File: src/rtl/imem_pkg.sv
// -----------------------------------------------------------------------------
// imem_pkg -- shared definitions for the instruction-memory loader.
//
// Contents:
//   IMEM_DEPTH      number of 32-bit words in the instruction memory
//   BYTES_PER_WORD  bytes assembled into one instruction word
//   WORD_W, BCNT_W  derived word width and byte-counter width
//   ST_*            loader FSM state encoding (ST_CSUM is only reachable when
//                   the loader is built with IMEM_LOADER_CHECKSUM_EN)
//   byte_beat_t     one accepted byte travelling with its valid flag
// -----------------------------------------------------------------------------
package imem_pkg;

   localparam int IMEM_DEPTH     = 512;
   localparam int BYTES_PER_WORD = 4;
   localparam int WORD_W         = 8 * BYTES_PER_WORD;
   localparam int BCNT_W         = $clog2(BYTES_PER_WORD);

   typedef logic [2:0] state_t;

   localparam state_t ST_IDLE  = 3'd0;
   localparam state_t ST_RECV  = 3'd1;
   localparam state_t ST_WRITE = 3'd2;
   localparam state_t ST_FIN   = 3'd3;
   localparam state_t ST_CSUM  = 3'd4;

   typedef struct packed {
      logic       vld;
      logic [7:0] data;
   } byte_beat_t;

endpackage

File: src/rtl/imem_loader_if.sv
// -----------------------------------------------------------------------------
// imem_loader_if -- command, byte-stream and memory-write bundle of the loader.
//
// Signals:
//   load_start, load_len     load command (host -> loader)
//   byte_valid, byte_data    incoming byte stream (host -> loader)
//   byte_ready               loader accepts a byte this cycle
//   imem_addr/din/wea        instruction-memory write port (loader -> memory)
//   busy, cpu_hold, done     load status (cpu_hold mirrors busy)
//   err                      checksum mismatch flag
//
// Modports:
//   slave   loader side (receives command and bytes, drives memory/status)
//   master  host side   (drives command and bytes, observes the rest)
// -----------------------------------------------------------------------------
interface imem_loader_if #(
   parameter int ADDR_W = 9,
   parameter int LEN_W  = 10
);

   logic              load_start;
   logic [LEN_W-1:0]  load_len;
   logic              byte_valid;
   logic [7:0]        byte_data;
   logic              byte_ready;
   logic [ADDR_W-1:0] imem_addr;
   logic [31:0]       imem_din;
   logic              imem_wea;
   logic              busy;
   logic              cpu_hold;
   logic              done;
   logic              err;

   modport slave (
      input  load_start, load_len, byte_valid, byte_data,
      output byte_ready, imem_addr, imem_din, imem_wea,
             busy, cpu_hold, done, err
   );

   modport master (
      output load_start, load_len, byte_valid, byte_data,
      input  byte_ready, imem_addr, imem_din, imem_wea,
             busy, cpu_hold, done, err
   );

endinterface

File: src/rtl/imem_word_packer.sv
// -----------------------------------------------------------------------------
// imem_word_packer -- little-endian byte-to-word assembler.
//
// Ports:
//   clk, rst   clock and synchronous active-high reset
//   clr        restart byte counting at a word boundary (new load)
//   beat       accepted byte and its valid flag
//   word_done  the byte presented this cycle completes a word
//   word       assembled word; valid the cycle after word_done
//
// Bytes shift in from the top, so after four accepted bytes the first one
// sits in [7:0] and the fourth in [31:24].
// -----------------------------------------------------------------------------
module imem_word_packer
   import imem_pkg::*;
(
   input  logic              clk,
   input  logic              rst,
   input  logic              clr,
   input  byte_beat_t        beat,
   output logic              word_done,
   output logic [WORD_W-1:0] word
);

   logic [BCNT_W-1:0] cnt_p0;
   logic [WORD_W-1:0] word_p0;

   assign word_done = beat.vld && (cnt_p0 == BCNT_W'(BYTES_PER_WORD - 1));
   assign word      = word_p0;

   // ---- p0: byte count and shift register ----
   always_ff @(posedge clk) begin
      if (rst || clr) begin
         cnt_p0 <= '0;
      end else if (beat.vld) begin
         cnt_p0 <= word_done ? '0 : cnt_p0 + BCNT_W'(1);
      end
   end

   // The word register is cleared on reset so the memory data bus idles at 0.
   always_ff @(posedge clk) begin
      if (rst) begin
         word_p0 <= '0;
      end else if (beat.vld) begin
         word_p0 <= {beat.data, word_p0[WORD_W-1:8]};
      end
   end

endmodule

File: src/rtl/imem_loader.sv
// -----------------------------------------------------------------------------
// imem_loader -- loads a little-endian byte stream into instruction memory
// while holding the CPU in reset.
//
// Parameters:
//   ADDR_W  instruction-memory word-address width (default 9 -> 512 words)
//   LEN_W   width of the requested load length
//
// Ports:
//   clk     single clock, rising edge
//   rst     synchronous active-high reset
//   bus     imem_loader_if.slave: load command, byte stream, memory write
//           port, busy/cpu_hold/done status and err
//
// Optional build macro:
//   IMEM_LOADER_CHECKSUM_EN  after the last word, one extra byte is taken and
//                            compared with the XOR of all data bytes; a
//                            mismatch sets err (sticky until the next
//                            load_start or rst). Undefined: err is tied to 0.
//
// Flow: IDLE -> RECV (collect 4 bytes) -> WRITE (one-cycle wea) -> RECV ...
//       -> [CSUM] -> FIN (done pulse) -> IDLE. A zero-length load goes
//       straight from IDLE to FIN.
// -----------------------------------------------------------------------------
module imem_loader
   import imem_pkg::*;
#(
   parameter int ADDR_W = 9,
   parameter int LEN_W  = 10
) (
   input  logic         clk,
   input  logic         rst,
   imem_loader_if.slave bus
);

   // Lengths beyond the memory depth saturate so the address never wraps.
   function automatic logic [ADDR_W:0] clamp_len(input logic [LEN_W-1:0] len);
      if (32'(len) > IMEM_DEPTH) begin
         clamp_len = (ADDR_W+1)'(IMEM_DEPTH);
      end else begin
         clamp_len = (ADDR_W+1)'(len);
      end
   endfunction

   state_t              state;
   logic [ADDR_W-1:0]   widx;
   logic [ADDR_W:0]     len_q;
   logic                accept;
   logic                last_word;
   logic                start_ok;
   byte_beat_t          beat;
   logic                word_done;
   logic [WORD_W-1:0]   word;

`ifdef IMEM_LOADER_CHECKSUM_EN
   logic [7:0]          csum_p0;
   logic                err_q;
`endif

   assign accept    = bus.byte_valid && bus.byte_ready;
   assign start_ok  = (state == ST_IDLE) && bus.load_start;
   // widx is not advanced past the last word, so compare against widx + 1.
   assign last_word = (({1'b0, widx} + (ADDR_W+1)'(1)) == len_q);

   // Only data bytes reach the packer; the checksum byte bypasses it.
   assign beat.vld  = accept && (state == ST_RECV);
   assign beat.data = bus.byte_data;

   imem_word_packer u_packer (
      .clk       (clk),
      .rst       (rst),
      .clr       (start_ok),
      .beat      (beat),
      .word_done (word_done),
      .word      (word)
   );

   // ---- FSM and word index ----
   always_ff @(posedge clk) begin
      if (rst) begin
         state <= ST_IDLE;
         widx  <= '0;
         len_q <= '0;
`ifdef IMEM_LOADER_CHECKSUM_EN
         err_q <= 1'b0;
`endif
      end else begin
         case (state)
            ST_IDLE: begin
               if (bus.load_start) begin
                  widx  <= '0;
                  len_q <= clamp_len(bus.load_len);
`ifdef IMEM_LOADER_CHECKSUM_EN
                  err_q   <= 1'b0;
                  csum_p0 <= '0;
`endif
                  state <= (bus.load_len == '0) ? ST_FIN : ST_RECV;
               end
            end
            ST_RECV: begin
`ifdef IMEM_LOADER_CHECKSUM_EN
               if (accept) begin
                  csum_p0 <= csum_p0 ^ bus.byte_data;
               end
`endif
               if (word_done) begin
                  state <= ST_WRITE;
               end
            end
            ST_WRITE: begin
               if (last_word) begin
`ifdef IMEM_LOADER_CHECKSUM_EN
                  state <= ST_CSUM;
`else
                  state <= ST_FIN;
`endif
               end else begin
                  widx  <= widx + ADDR_W'(1);
                  state <= ST_RECV;
               end
            end
`ifdef IMEM_LOADER_CHECKSUM_EN
            ST_CSUM: begin
               if (accept) begin
                  err_q <= (bus.byte_data != csum_p0);
                  state <= ST_FIN;
               end
            end
`endif
            ST_FIN: begin
               state <= ST_IDLE;
            end
            default: begin
               state <= ST_IDLE;
            end
         endcase
      end
   end

   // ---- outputs, decoded from registered state ----
   assign bus.imem_wea  = (state == ST_WRITE);
   assign bus.imem_addr = widx;
   assign bus.imem_din  = word;
   assign bus.busy      = (state != ST_IDLE);
   assign bus.cpu_hold  = bus.busy;
   assign bus.done      = (state == ST_FIN);

`ifdef IMEM_LOADER_CHECKSUM_EN
   assign bus.byte_ready = (state == ST_RECV) || (state == ST_CSUM);
   assign bus.err        = err_q;
`else
   assign bus.byte_ready = (state == ST_RECV);
   assign bus.err        = 1'b0;
`endif

endmodule

File: src/flat_wrapper.sv
// flat-port wrapper written by rule: the top's interface ports become plain ports
module imem_loader_flat import imem_pkg::*;
#(
   parameter int ADDR_W = 9,
   parameter int LEN_W  = 10
)
  (clk, rst, bus_load_start, bus_load_len, bus_byte_valid, bus_byte_data, bus_byte_ready, bus_imem_addr, bus_imem_din, bus_imem_wea, bus_busy, bus_cpu_hold, bus_done, bus_err);
  imem_loader_if #(.ADDR_W(ADDR_W), .LEN_W(LEN_W)) bus_i ();
  input  logic clk;
  input  logic rst;
  input wire logic [$bits(bus_i.load_start)-1:0] bus_load_start;
  input wire logic [$bits(bus_i.load_len)-1:0] bus_load_len;
  input wire logic [$bits(bus_i.byte_valid)-1:0] bus_byte_valid;
  input wire logic [$bits(bus_i.byte_data)-1:0] bus_byte_data;
  output wire logic [$bits(bus_i.byte_ready)-1:0] bus_byte_ready;
  output wire logic [$bits(bus_i.imem_addr)-1:0] bus_imem_addr;
  output wire logic [$bits(bus_i.imem_din)-1:0] bus_imem_din;
  output wire logic [$bits(bus_i.imem_wea)-1:0] bus_imem_wea;
  output wire logic [$bits(bus_i.busy)-1:0] bus_busy;
  output wire logic [$bits(bus_i.cpu_hold)-1:0] bus_cpu_hold;
  output wire logic [$bits(bus_i.done)-1:0] bus_done;
  output wire logic [$bits(bus_i.err)-1:0] bus_err;
  assign bus_i.load_start = bus_load_start;
  assign bus_i.load_len = bus_load_len;
  assign bus_i.byte_valid = bus_byte_valid;
  assign bus_i.byte_data = bus_byte_data;
  assign bus_byte_ready = bus_i.byte_ready;
  assign bus_imem_addr = bus_i.imem_addr;
  assign bus_imem_din = bus_i.imem_din;
  assign bus_imem_wea = bus_i.imem_wea;
  assign bus_busy = bus_i.busy;
  assign bus_cpu_hold = bus_i.cpu_hold;
  assign bus_done = bus_i.done;
  assign bus_err = bus_i.err;
  imem_loader #(.ADDR_W(ADDR_W), .LEN_W(LEN_W)) u_core (.clk(clk), .rst(rst), .bus(bus_i));
endmodule
File: config.mk
export PLATFORM = sky130hd
export DESIGN_NAME = imem_loader_flat
export DESIGN_NICKNAME = d
export VERILOG_FILES = /design/src/rtl/imem_pkg.sv /design/src/rtl/imem_loader_if.sv /design/src/rtl/imem_word_packer.sv /design/src/rtl/imem_loader.sv /design/src/flat_wrapper.sv
export SDC_FILE = /design/constraint.sdc
export NUM_CORES = 1
export LEC_CHECK = 0
export ABC_AREA = 1
export ABC_CLOCK_PERIOD_IN_PS = 2550
export BUFFER_PORTS_ARGS = -buffer_cell sky130_fd_sc_hd__buf_2
export CAP_MARGIN = 15
export CORE_MARGIN = 3
export CORE_UTILIZATION = 40
export CTS_CLUSTER_SIZE = 16
export DETAILED_ROUTE_END_ITERATION = 6
export PLACE_DENSITY = 0.69
export SKIP_CTS_REPAIR_TIMING = 1
export SYNTH_ARGS = -nofsm -noshare
export SYNTH_HDL_FRONTEND = slang
export SYNTH_SLANG_ARGS = --single-unit
File: constraint.sdc
create_clock -name clk -period 2.55 [get_ports clk]
set_input_delay 0.51 -clock clk [delete_from_list [all_inputs] [get_ports clk]]
set_output_delay 0.51 -clock clk [all_outputs]
set_load 0.02 [all_outputs]
; Yosys cells after proc, flatten, opt, wreduce, memory -nomap -nowiden
; Index checks and enable logic that the tools add are counted.
[word_totals]
elab_cells = 39
input_bits = 22
reg_bits = 56
output_inout_bits = 47
[classes]
n_eq_ne = 8
order_cmp = 1
add_sub_neg = 3
n_mux = 10
n_reduce_logical = 12
[op_table]
columns = operator, count
row1 = 9-bit 2-to-1 mux, 2
row2 = 9-bit case mux with 2 select lines, 1
row3 = 9-bit by 1-bit adder with 10-bit output (second input constant), 1
row4 = 10-bit equality test, 1
row5 = 10-bit greater-than comparator (second input constant), 1
row6 = 10-bit zero test, 1
row7 = 10-bit 2-to-1 mux, 1
row8 = 9-bit by 1-bit adder with 9-bit output (second input constant), 1
row9 = 3-bit case mux with 3 select lines, 1
row10 = 3-bit by 2-bit equality test with 1-bit output (second input constant), 2
row11 = 2-bit 2-to-1 mux, 3
row12 = 3-bit 2-to-1 mux, 2
row13 = 2-bit != test (second input constant), 3
row14 = 1-bit logical AND, 4
row15 = 2-bit AND reduction, 2
row16 = 3-bit by 1-bit equality test with 1-bit output (second input constant), 1
row17 = 3-bit zero test, 1
row18 = 3-bit AND reduction, 1
row19 = 3-bit nonzero test, 1
row20 = 2-bit by 1-bit adder with 2-bit output (second input constant), 1
row21 = 2-bit equality test (second input constant), 1
row22 = 2-bit nonzero test, 1
row23 = 1-bit logical OR, 1

; Depth between registers and ports, before layout
; Gate-level depths: netlist of the first run.
[depth]
depth_word = 6
ltp_mapped = 14
ltp_nobuf = 14

; Hierarchy
; A second synthesis of the first run with hierarchy kept.
[hier_totals]
hier_cells = 378
area_unflattened_um2 = 2653.8
[by_module_without_submodules]
columns = module, cells_each, area_per_inst_um2, instances, seq_area_each_um2
row1 = imem_loader, 222, 1381.3, 1, 420.4
row2 = imem_word_packer, 156, 1272.5, 1, 680.7

; Worst setup path before layout of the first run
; No wires, ideal clock.
[synth_path]
path_kind = reg-to-reg
startpoint = register u_core.widx[0], in the netlist u_core.bus.imem_addr[0]
endpoint = register u_core.widx[2], in the netlist u_core.bus.imem_addr[2]
setup_ns = 0.116
arrival_ns = 1.889
period_less_slack_ns = 2.005
required_ns = 2.434
path_slack_ns = 0.545
path_stages_with_launch = 14
path_buffers = 1
path_cell_list = dfxtp_1 > ha_1 > nand2_2 > nor2_4 > nand2_2 > nand3_1 > nand2_1 > nor2_1 > nand2_1 > nor2_4 > nand2_4 > buf_6 > a21oi_1 > nor2_1
[synth_via]
elab_chain_cells = 4
elab_cells_between_ends = 7
cone_classes = add/sub: 2 / eq/ne: 2 / mux: 2 / reduce/logical: 1
[synth_lines]
columns = element, line
row1 = start: declaration, imem_loader.sv:46  ; logic [ADDR_W-1:0] widx;
row2 = start signal: assignment, imem_loader.sv:118  ; widx <= widx + ADDR_W'(1);
row3 = 9-bit by 1-bit adder with 10-bit output, imem_loader.sv:63  ; assign last_word = (({1'b0, widx} + (ADDR_W+1)'(1)) == len_q);
row4 = 10-bit equality test, imem_loader.sv:63
row5 = 2-bit != test (no source line), n/a
row6 = 3-bit AND reduction (no source line), n/a
; Parallel ways exist; a longest one is shown, timed or not. The select of a mux whose other input is x is not followed.
; A chain may end at the register's enable or synchronous reset.

; Worst setup path after layout of the first run
[layout_path]
startpoint = register u_core.widx[0], in the netlist u_core.bus.imem_addr[0]
endpoint = register u_core.widx[1], in the netlist u_core.bus.imem_addr[1]
; The elaborated chain is that of the path after synthesis.

==> flow_summary_export.csv, run 1 <==
group,metric,value,unit
logic_synthesis,synth_cell_type_count,28,
critical_path,crit_arrival,2160,ps
global_routing,grt_pass1_vias,2391,
die,io_pins,69,
global_routing,gr-total-overflow,0,
timing,fin_skew,10.87,ps
timing,rsz0062_at_grt,"no",
routing,topRoutingLayerUsed,"met4",
critical_path,critical-path-max-stage-delay,480,ps
pwr,p_sw_share,33.49,%
routing,wl,6320,µm
timing,hold_ws,369.1,ps
pwr,power.total,2.103,mW
routing,wl_per_cell,12.30,µm
place,port-buffer-count,67,
cells_and_area,syn2layout_area_growth,19.57,%
timing,max_slew.worst_pin.slew,597.9,ps
clocking,cts.root.buffer_cell,"clkbuf_8",
critical_path,crit_chain,"ha_1 > nand2_2 > nor2_4 > nand2_2 > nand3_1 > nand2_1 > nor2_1 > nand2_1 > nor2_4 > nand2_4 > a21oi_1 > nor2_1",
global_routing,grt_max_degree,35,
clocking,numCtsBuffers,5,
timing,hold_viol_final,0,
place,hpwlAfterDp,4563,µm
logic_synthesis,synth.avg_cell_area,6.887,µm²
hold_path,hold_start,"rst",
cells_and_area,mostFrequentLayoutCells,"nor2_1 (84), buf_2 (67), nand2_1 (62)",
cells_and_area,n_antenna_cell,0,
cells_and_area,utilization,50.66,%
timing,final.period_utilization,76.36,%
pwr,powerDensity,681.1,mW/mm²
die,die_area,0.007456,mm²
routing,drtAntennaViolNets,0,
routing,dr_wl_met2,2894,µm
global_routing,antenna_found_initial,0,
die,core,0.006096,mm²
logic_synthesis,ys_ff_latch,55,
logic_synthesis,yosysSeqAreaShare,42.64,%
logic_synthesis,ys_warn_count,0,
timing,relSlewSlack,59.89,%
critical_path,end_kind,"flip-flop",
hold_path,worstHoldPathType,"in -> reg",
clocking,cts_buffer_depth,2,
critical_path,crit_buf_inv,0,
critical_path,startpoint,"u_core.bus.imem_addr[0]",
timing,tns,0,ps
clocking,clkLatencyLatePin,320,ps
global_routing,grt_pass1_wl,10620,µm
timing,fmax,513.6,MHz
die,fp.dieW,86.35,µm
logic_synthesis,syn_area,0.002582,mm²
clocking,tritoncts,"done",
timing,fin_crit,1947,ps
critical_path,slowest_stage,"dfxtp_1",
critical_path,worstSetupPathType,"reg -> reg",
critical_path,cp-start-kind,"flip-flop",
routing,drc,0,
pwr,max-vdd-ir-drop,0.0004205,V
run,max-cap-violations,0,
clocking,h-tree-depth,2,
cells_and_area,layout_commonest_cell,"nor2_1",
critical_path,required,2770,ps
critical_path,worst-path-max-fanout,19,
routing,drt-met1-wl,2906,µm
pwr,pwr-share-clk,29.7,%
pwr,seq_power_share,47.7,%
routing,dr.pass1.iters,4,
place,gp_congestion,0.8488,
timing,drv_slew,0,
pwr,switchingPower,704.4,µW
logic_synthesis,synthesis.nets,399,
routing,wl_met3,407,µm
global_routing,grt_usage,17.62,%
cells_and_area,fin_nets,462,
logic_synthesis,netlist_instances,375,
die,fp-row-count,28,
critical_path,r2r-start,"u_core.bus.imem_addr[0]",
routing,drt-initial-drc-count,117,
die,start_util,42.36,%
routing,vias,2562,
pwr,leakage,1.537,nW
cells_and_area,drive_gt1_share,23.23,%
timing,setup_violations,0,
pwr,internal-power,1.399,mW
pwr,combPwrFrac,22.6,%
outcome,status,"finished, final reports clean",
routing,viasPerCell,4.984,
clocking,cts.sinks,55,
clocking,clk_pin_slew,110,ps
die,dieHeight,86.35,µm
critical_path,critical-path-top-delay-family,"simple AND/OR/NAND/NOR gates",
-- state kept, by name, summed over array words and instances, names as in the netlist --
name and flops:
u_core.u_packer.cnt_p0 2, u_core.u_packer.word 32, u_core.state 2, u_core.len_q 10, u_core.bus.imem_addr 9
-- worst paths after layout --
check                              endpoint  slack (ps)  cells after the start
hold reg to reg   u_core.u_packer.cnt_p0[1]         490                      2
hold / removal              u_core.state[0]         370                      2
setup / recovery    u_core.bus.imem_addr[1]         600                     12
setup reg to reg    u_core.bus.imem_addr[1]         600                     12
-- logic make-up after synthesis --
group | share of synthesized area [%]
simple gates | 36.39
compound gates | 11.92
buf+inv | 7.606
xor+xnor | 0.3392
flops | 42.64
other cells | 0.1452
fa+ha+maj | 0.9688
-- per-stage QoR --
step	instance area, µm²	instances	setup slack (ps)
final	3088	514	602.9
after global routing	3088	514	389.9
after CTS	3088	514	585.9
after detailed placement	2969	506	601.3
after global placement	2969	506	651.0
after floorplan	2582	375	545.1
-- area by class of cell --
cell class / count / area, µm²
well taps: 75 / 93.84
multi-input cells: 272 / 1285
fillers: 632 / 3008
clock buffers: 5 / 68.82
flip-flops and latches: 55 / 1101
repair buffers: 71 / 365.4
clock inverters: 3 / 50.05
inverters: 33 / 123.9
-- metal layers --
metal	GRT usage, %	up-vias
met2	30.04	55
met4	6.799	0
met5	0	-
li1	-	1324
met1	21.18	1173
met3	4.563	10
-- worst register-to-register path, cell delays in order (launching register included) --
cell	delay (ps)
dfxtp_1	480
ha_1	250
nand2_2	110
nor2_4	140
nand2_2	70
nand3_1	70
nand2_1	50
nor2_1	70
nand2_1	80
nor2_4	130
nand2_4	160
a21oi_1	170
nor2_1	60
-- cell usage after synthesis --
| master | n | area share [%] |
|---|---|---|
| nor2_1 | 84 | 12 |
| nand2_1 | 62 | 9.0 |
| dfxtp_1 | 55 | 43 |
| nand3_1 | 48 | 9.3 |
| o21ai_0 | 40 | 7.8 |
| inv_1 | 29 | 4.2 |
| clkbuf_1 | 11 | 1.6 |
| a21oi_2 | 7 | 2.4 |
| a21oi_1 | 6 | 1.2 |
| nor2_4 | 5 | 2.2 |
| nand2_2 | 4 | 0.97 |
| clkinv_1 | 3 | 0.44 |
| nand4_1 | 3 | 0.73 |
| buf_4 | 2 | 0.58 |
| ha_1 | 2 | 0.97 |
| nor2_2 | 2 | 0.48 |
| a21bo_2 | 1 | 0.39 |
| a31oi_1 | 1 | 0.24 |
| buf_2 | 1 | 0.19 |
| buf_6 | 1 | 0.44 |
| conb_1 | 1 | 0.15 |
| inv_2 | 1 | 0.15 |
| nand2_4 | 1 | 0.44 |
| nor3_1 | 1 | 0.19 |
| nor3_2 | 1 | 0.39 |
| nor4_1 | 1 | 0.24 |
| or2_2 | 1 | 0.24 |
| xnor2_1 | 1 | 0.34 |
-- power by group through the flow --
stage / combinational [mW] / sequential (mW) / clock, mW
finish: 0.475 / 1.00 / 0.625
global route: 0.533 / 1.01 / 0.673
CTS: 0.481 / 1.00 / 0.640
detailed placement: 0.480 / 1.02 / 0
global placement: 0.474 / 1.02 / 0
floorplan: 0.268 / 1.08 / 0
(Power assumes the default switching activity.)
==> run 2: changes to the inputs <==
- ABC_AREA: 1 -> 0
- ABC_CLOCK_PERIOD_IN_PS: 2550 -> 1600
- PLACE_DENSITY: 0.69 -> 0.71
- clock period: 2.55 -> 1.6 ns (I/O delays scaled with it)
==> flow_summary_export.csv, run 2 <==
group,metric,value,unit
logic_synthesis,synth-edff-count,0,
cells_and_area,nFillCells,568,
clocking,cts.sinks,55,
timing,fin_crit,2096,ps
routing,drtAntennaViolNets,0,
outcome,status,"finished with violations",
pwr,pwr-share-clk,30.6,%
die,fp.dieW,88.71,µm
clocking,cts_buffer_depth,2,
logic_synthesis,yosysSeqAreaShare,40.24,%
cells_and_area,fin_nets,463,
logic_synthesis,synth_cell_type_count,63,
pwr,power.total,2.699,mW
pwr,seq_power_share,52.8,%
pwr,p_sw_share,29.15,%
critical_path,r2r-start,"u_core.bus.imem_addr[1]",
clocking,clk_pin_slew,110,ps
place,gp_congestion,0.8850,
global_routing,grt_pass1_vias,2397,
logic_synthesis,yosysTopAreaCell,"dfxtp_1",
logic_synthesis,synth_common_cells,"nand2_1 (80), dfxtp_1 (55), a21oi_1 (43), clkbuf_1 (13), nor2_1 (12)",
routing,drc,0,
critical_path,required,1810,ps
global_routing,antenna_found_initial,0,
cells_and_area,largest_register_ffs,32,
routing,drt-initial-drc-count,229,
cells_and_area,utilization,57.75,%
pwr,max-vdd-ir-drop,0.0005020,V
die,dieHeight,88.71,µm
logic_synthesis,ys_warn_count,0,
timing,final.period_utilization,131.0,%
hold_path,hold_start,"bus_load_len[1]",
timing,hold_viol_final,0,
die,fp-row-count,29,
clocking,numCtsBuffers,5,
timing,max_slew.worst_pin.slew,521.6,ps
logic_synthesis,async_flop_share,0,%
pwr,leakage,1.609,nW
timing,drv_slew,0,
logic_synthesis,synthTopCellsByArea,"dfxtp_1 (40%), nand2_1 (11%), a21oi_1 (7.9%)",
cells_and_area,drive_gt1_share,40.23,%
outcome,violations,"setup timing",
timing,rsz0062_at_grt,"yes",
cells_and_area,syn2layout_area_growth,37.08,%
pwr,internal-power,1.912,mW
die,start_util,42.13,%
place,port-buffer-count,67,
cells_and_area,n_antenna_cell,0,
place,hpwlAfterDp,5657,µm
critical_path,end_kind,"flip-flop",
pwr,switchingPower,786.7,µW
critical_path,cp-start-kind,"flip-flop",
timing,relSlewSlack,65.22,%
clocking,cts.root.buffer_cell,"clkbuf_8",
critical_path,r2r_slack,-500,ps
critical_path,worstSetupPathType,"reg -> reg",
timing,setup_violations,10,
routing,vias,2795,
logic_synthesis,synth.most_common_cell,"nand2_1",
critical_path,worst-path-max-fanout,14,
hold_path,worstHoldPathType,"in -> reg",
logic_synthesis,ys_ff_latch,55,
timing,fin_skew,8.288,ps
logic_synthesis,netlist_instances,333,
die,io_pins,69,
timing,finalWorstSetupSlack,-496.4,ps
critical_path,ff2ff_path_depth,8,
hold_path,min_path_cells,2,
cells_and_area,mostFrequentLayoutCells,"nand2_1 (79), buf_2 (67), buf_4 (51)",
timing,tns,-4407,ps
global_routing,gr-total-overflow,0,
routing,wl,7971,µm
global_routing,grt_pass1_wl,11770,µm
die,die_area,0.007869,mm²
routing,viasPerCell,5.406,
logic_synthesis,synth.avg_cell_area,8.217,µm²
logic_synthesis,synthesis.nets,357,
hold_path,min_to,"u_core.len_q[1]",
place,place_ws,-548.0,ps
clocking,tritoncts,"done",
critical_path,crit_arrival,2310,ps
routing,wl_per_cell,15.42,µm
clocking,clkLatencyLatePin,320,ps
run,max-cap-violations,0,
logic_synthesis,syn_area,0.002736,mm²
clocking,h-tree-depth,2,
critical_path,r2r_end,"u_core.bus.imem_addr[3]",
cells_and_area,layout_commonest_cell,"nand2_1",
global_routing,grt_max_degree,37,
routing,dr.pass1.iters,4,
pwr,combPwrFrac,16.6,%
timing,fmax,477.0,MHz
pwr,powerDensity,719.5,mW/mm²
die,core,0.006495,mm²
logic_synthesis,synthDominantCellAreaShare,40.24,%
logic_synthesis,synth-main-ff-cell,"dfxtp_1",
global_routing,grt_usage,19.09,%
-- run 2: area by class of cell --
type,count,area (µm²),area share (%)
clock inverters,3,27.53,0.7338
inverters,10,37.54,1.001
repair buffers,123,800.8,21.35
flip-flops and latches,55,1115,29.72
well taps,77,96.34,2.568
clock buffers,5,68.82,1.835
multi-input cells,244,1605,42.80
-- run 2: kinds of logic after synthesis --
logic type,count (synthesis),share of synthesized area (%)
AND/OR/NAND/NOR,132,22.59
AO/OA/AOI/OAI,97,25.61
other,1,0.1370
buffers and inverters,35,6.904
flip-flops,55,40.24
adder cells (fa/ha/maj),2,0.9143
XOR/XNOR,9,2.880
multiplexers,2,0.7316
-- run 2: stage by stage --
step | hold slack [ps] | instance area [µm²] | cells
global placement | 439.2 | 3442 | 500
global route | 216.7 | 3751 | 517
detailed placement | 445.1 | 3442 | 500
CTS | 211.6 | 3538 | 508
floorplan | 445.6 | 2776 | 333
finish | 219.9 | 3751 | 517
-- run 2: worst max-delay path by stage --
stage | start | to | depth (start not counted)
after global placement | u_core.bus.imem_addr[1] | u_core.bus.imem_addr[2] | 7
after CTS | u_core.bus.imem_addr[1] | u_core.bus.imem_addr[8] | 7
after floorplan | u_core.bus.imem_addr[0] | u_core.bus.imem_addr[2] | 8
final | u_core.bus.imem_addr[1] | u_core.bus.imem_addr[3] | 8
after global routing | u_core.bus.imem_addr[1] | u_core.bus.imem_addr[3] | 8
after detailed placement | u_core.bus.imem_addr[1] | u_core.bus.imem_addr[8] | 7
-- run 2: power by group through the flow --
stage	combinational [mW]	sequential, mW	clock [mW]
after detailed placement	0.386	1.45	0
final	0.447	1.43	0.826
after global placement	0.381	1.45	0
after global routing	0.481	1.43	0.900
after CTS	0.389	1.42	0.830
after floorplan	0.223	1.47	0
-- run 2: metal layers --
layer,track usage [%],vias up,routed length [µm]
met5,0,-,0
li1,-,1389,-
met2,29.28,81,3868
met4,6.181,0,84
met1,26.39,1314,3514
met3,4.562,11,503
-- run 2: worst max-delay path, cell delays in order (launching register included) --
cell	delay [ps]
dfxtp_4	370
ha_4	170
nand3_4	110
or3_4	400
a221o_2	370
o311ai_4	80
buf_12	180
a21oi_2	70
a32o_1	210
==> run 3: changes to the inputs <==
- CORE_UTILIZATION: 40 -> 48
- PLACE_DENSITY: 0.71 -> 0.82
- SYNTH_HIERARCHICAL: unset -> 1
==> flow_summary_export.csv, run 3 <==
group,metric,value,unit
outcome,status,"finished with violations",
outcome,violations,"setup timing",
logic_synthesis,synth_common_cells,"dfxtp_1 (55), nor2_1 (52), mux2i_1 (35), a21oi_1 (18), nor3_1 (11)",
place,hpwlAfterDp,5213,µm
logic_synthesis,synth-main-ff-cell,"dfxtp_1",
timing,fmax,477.6,MHz
global_routing,grt_usage,21.88,%
place,placed_cells,457,
critical_path,end_kind,"flip-flop",
clocking,numCtsBuffers,5,
global_routing,gr-total-overflow,0,
critical_path,critical-path-top-delay-family,"simple AND/OR/NAND/NOR gates",
global_routing,grt_max_degree,51,
global_routing,grt_pass1_vias,2408,
critical_path,worst-path-max-fanout,7,
critical_path,slowest_stage,"dfxtp_4",
run,max-cap-violations,0,
timing,setup_violations,10,
critical_path,crit_buf_inv,1,
critical_path,crit_arrival,2310,ps
logic_synthesis,synthesis.nets,326,
critical_path,r2r_slack,-490,ps
timing,fin_crit,2094,ps
critical_path,r2r-start,"u_core/bus.imem_addr[1]",
cells_and_area,fin_nets,426,
global_routing,grt_pass1_wl,11280,µm
logic_synthesis,netlist_instances,302,
critical_path,crit_end,"u_core/bus.imem_addr[2]",
logic_synthesis,yosysSeqAreaShare,40.76,%
cells_and_area,fin_cells,473,
clocking,h-tree-depth,2,
critical_path,crit_chain,"ha_4 > xor2_1 > nor3_1 > nand3_1 > a2111oi_4 > buf_4 > a211oi_1 > nor4_1",
clocking,cts_buffer_depth,2,
cells_and_area,layout_commonest_cell,"buf_2",
clocking,clk_pin_slew,110,ps
routing,viasPerCell,5.368,
clocking,cts.sinks,55,
logic_synthesis,synth-edff-count,0,
routing,wl_per_cell,15.81,µm
routing,drt-initial-drc-count,266,
critical_path,startpoint,"u_core/bus.imem_addr[1]",
die,core,0.005270,mm²
pwr,powerDensity,721.8,mW/mm²
timing,final.period_utilization,130.9,%
die,fp-row-count,26,
die,die_area,0.006564,mm²
routing,dr.pass1.iters,4,
logic_synthesis,synthDominantCellAreaShare,40.76,%
cells_and_area,n_antenna_cell,0,
clocking,cts.root.buffer_cell,"clkbuf_8",
cells_and_area,mostFrequentLayoutCells,"buf_2 (67), nor2_1 (51), dfxtp_1 (47)",
logic_synthesis,synth.most_common_cell,"dfxtp_1",
timing,finalWorstSetupSlack,-493.8,ps
logic_synthesis,ys_ff_latch,55,
critical_path,ff2ff_path_depth,8,
timing,fin_skew,11.66,ps
logic_synthesis,async_flop_share,0,%
critical_path,cp-start-kind,"flip-flop",
timing,rsz0062_at_grt,"yes",
place,port-buffer-count,67,
routing,vias,2539,
logic_synthesis,ys_warn_count,6,
routing,drc,0,
global_routing,antenna_found_initial,0,
cells_and_area,nFillCells,417,
cells_and_area,multi_input_area,0.001583,mm²
cells_and_area,drive_gt1_share,40.69,%
critical_path,required,1820,ps
critical_path,worstSetupPathType,"reg -> reg",
logic_synthesis,synth.avg_cell_area,8.945,µm²
die,io_pins,69,
routing,wl,7480,µm
logic_synthesis,synth_cell_type_count,49,
timing,hold_ws,230.6,ps
die,start_util,51.26,%
hold_path,worstHoldPathType,"in -> reg",
logic_synthesis,syn_area,0.002701,mm²
die,fp.dieW,81.02,µm
pwr,max-vdd-ir-drop,0.0005792,V
routing,drtAntennaViolNets,0,
cells_and_area,syn2layout_area_growth,34.92,%
clocking,tritoncts,"done",
die,dieHeight,81.02,µm
pwr,leakage,1.555,nW
critical_path,crit_cells,8,
critical_path,critical-path-max-stage-delay,390,ps
place,gp_congestion,0.9600,
logic_synthesis,yosysTopAreaCell,"dfxtp_1",
timing,hold_viol_final,0,
cells_and_area,regArea,0.001121,mm²
clocking,clkLatencyLatePin,320,ps
timing,drv_slew,0,
cells_and_area,largest_register_ffs,32,
logic_synthesis,synthTopCellsByArea,"dfxtp_1 (41%), mux2i_1 (13%), nor2_1 (7.2%)",
critical_path,r2r_end,"u_core/bus.imem_addr[2]",
## run 3: cell count changes after synthesis, moves of 8 or more
| cell | previous run | this run |
|---|---|---|
| nand2_1 | 80 | 10 |
| nor2_1 | 12 | 52 |
| mux2i_1 | 2 | 35 |
| a21oi_1 | 43 | 18 |
| nor3b_1 | 0 | 10 |
| a22o_1 | 9 | 0 |
| nor3_1 | 3 | 11 |
## run 3: final cells by class
cell class | instances | share of cell area [%]
clock inverter | 3 | 0.7209
tap | 70 | 2.403
inverter | 5 | 0.6179
multi-input combinational | 219 | 43.43
timing repair buffer | 116 | 20.19
sequential | 55 | 30.76
clock buffer | 5 | 1.888
## run 3: cell families (layout without fill, tap and decap cells)
kind of cell,count (synthesis),in the layout,share of synthesized area (%)
buffers and inverters,28,129,5.697
XOR/XNOR,10,10,3.242
multiplexers,36,36,13.52
AO/OA/AOI/OAI,53,53,13.48
AND/OR/NAND/NOR,117,117,22.23
flip-flops,55,55,40.76
other,1,1,0.1388
adder cells (fa/ha/maj),2,2,0.9262
## run 3: worst min path at each step
stage | startpoint | end | slack, ps | cells past startpoint
finish | bus_byte_data[6] | u_core/u_packer/word[30] | 230 | 3
global route | bus_byte_data[1] | u_core/u_packer/word[25] | 240 | 3
CTS | bus_byte_data[6] | u_core/u_packer/word[30] | 230 | 3
detailed placement | u_core/len_q[6] | u_core/len_q[6] | 460 | 2
floorplan | u_core/len_q[6] | u_core/len_q[6] | 440 | 2
global placement | u_core/len_q[6] | u_core/len_q[6] | 460 | 2
## run 3: routing by layer
layer | track usage, % | part of all wire, %
met5 | 0 | 0
met2 | 34.65 | 47
met4 | 9.797 | 2.7
met3 | 4.656 | 5.9
met1 | 28.57 | 44
## run 3: through the flow
step                power, mW  setup slack [ps]  util [%]  TNS (ps)  cell area [µm²]
CTS                     2.611            -422.6     66.64     -3618             3512
floorplan               1.686            -473.7         -     -2833             2801
finish                  2.631            -493.8     69.16     -4448             3645
global placement        1.801            -334.9     64.84     -2574             3417
detailed placement      1.809            -401.8     64.84     -3165             3417
global route            2.729            -664.2     69.16     -5771             3645
## run 3: report_power, final
part | leakage (nW) | total, mW | switching [mW] | internal, mW
clock | 0.0506 | 0.819 | 0.495 | 0.324
combinational | 1.05 | 0.398 | 0.227 | 0.170
sequential | 0.450 | 1.41 | 0.0231 | 1.39
## run 3: worst min-delay path, delay by kind of cell
family	cells	cell delay, ps
AND/OR/NAND/NOR	1	70
multiplexers	1	60
buffers and inverters	1	70
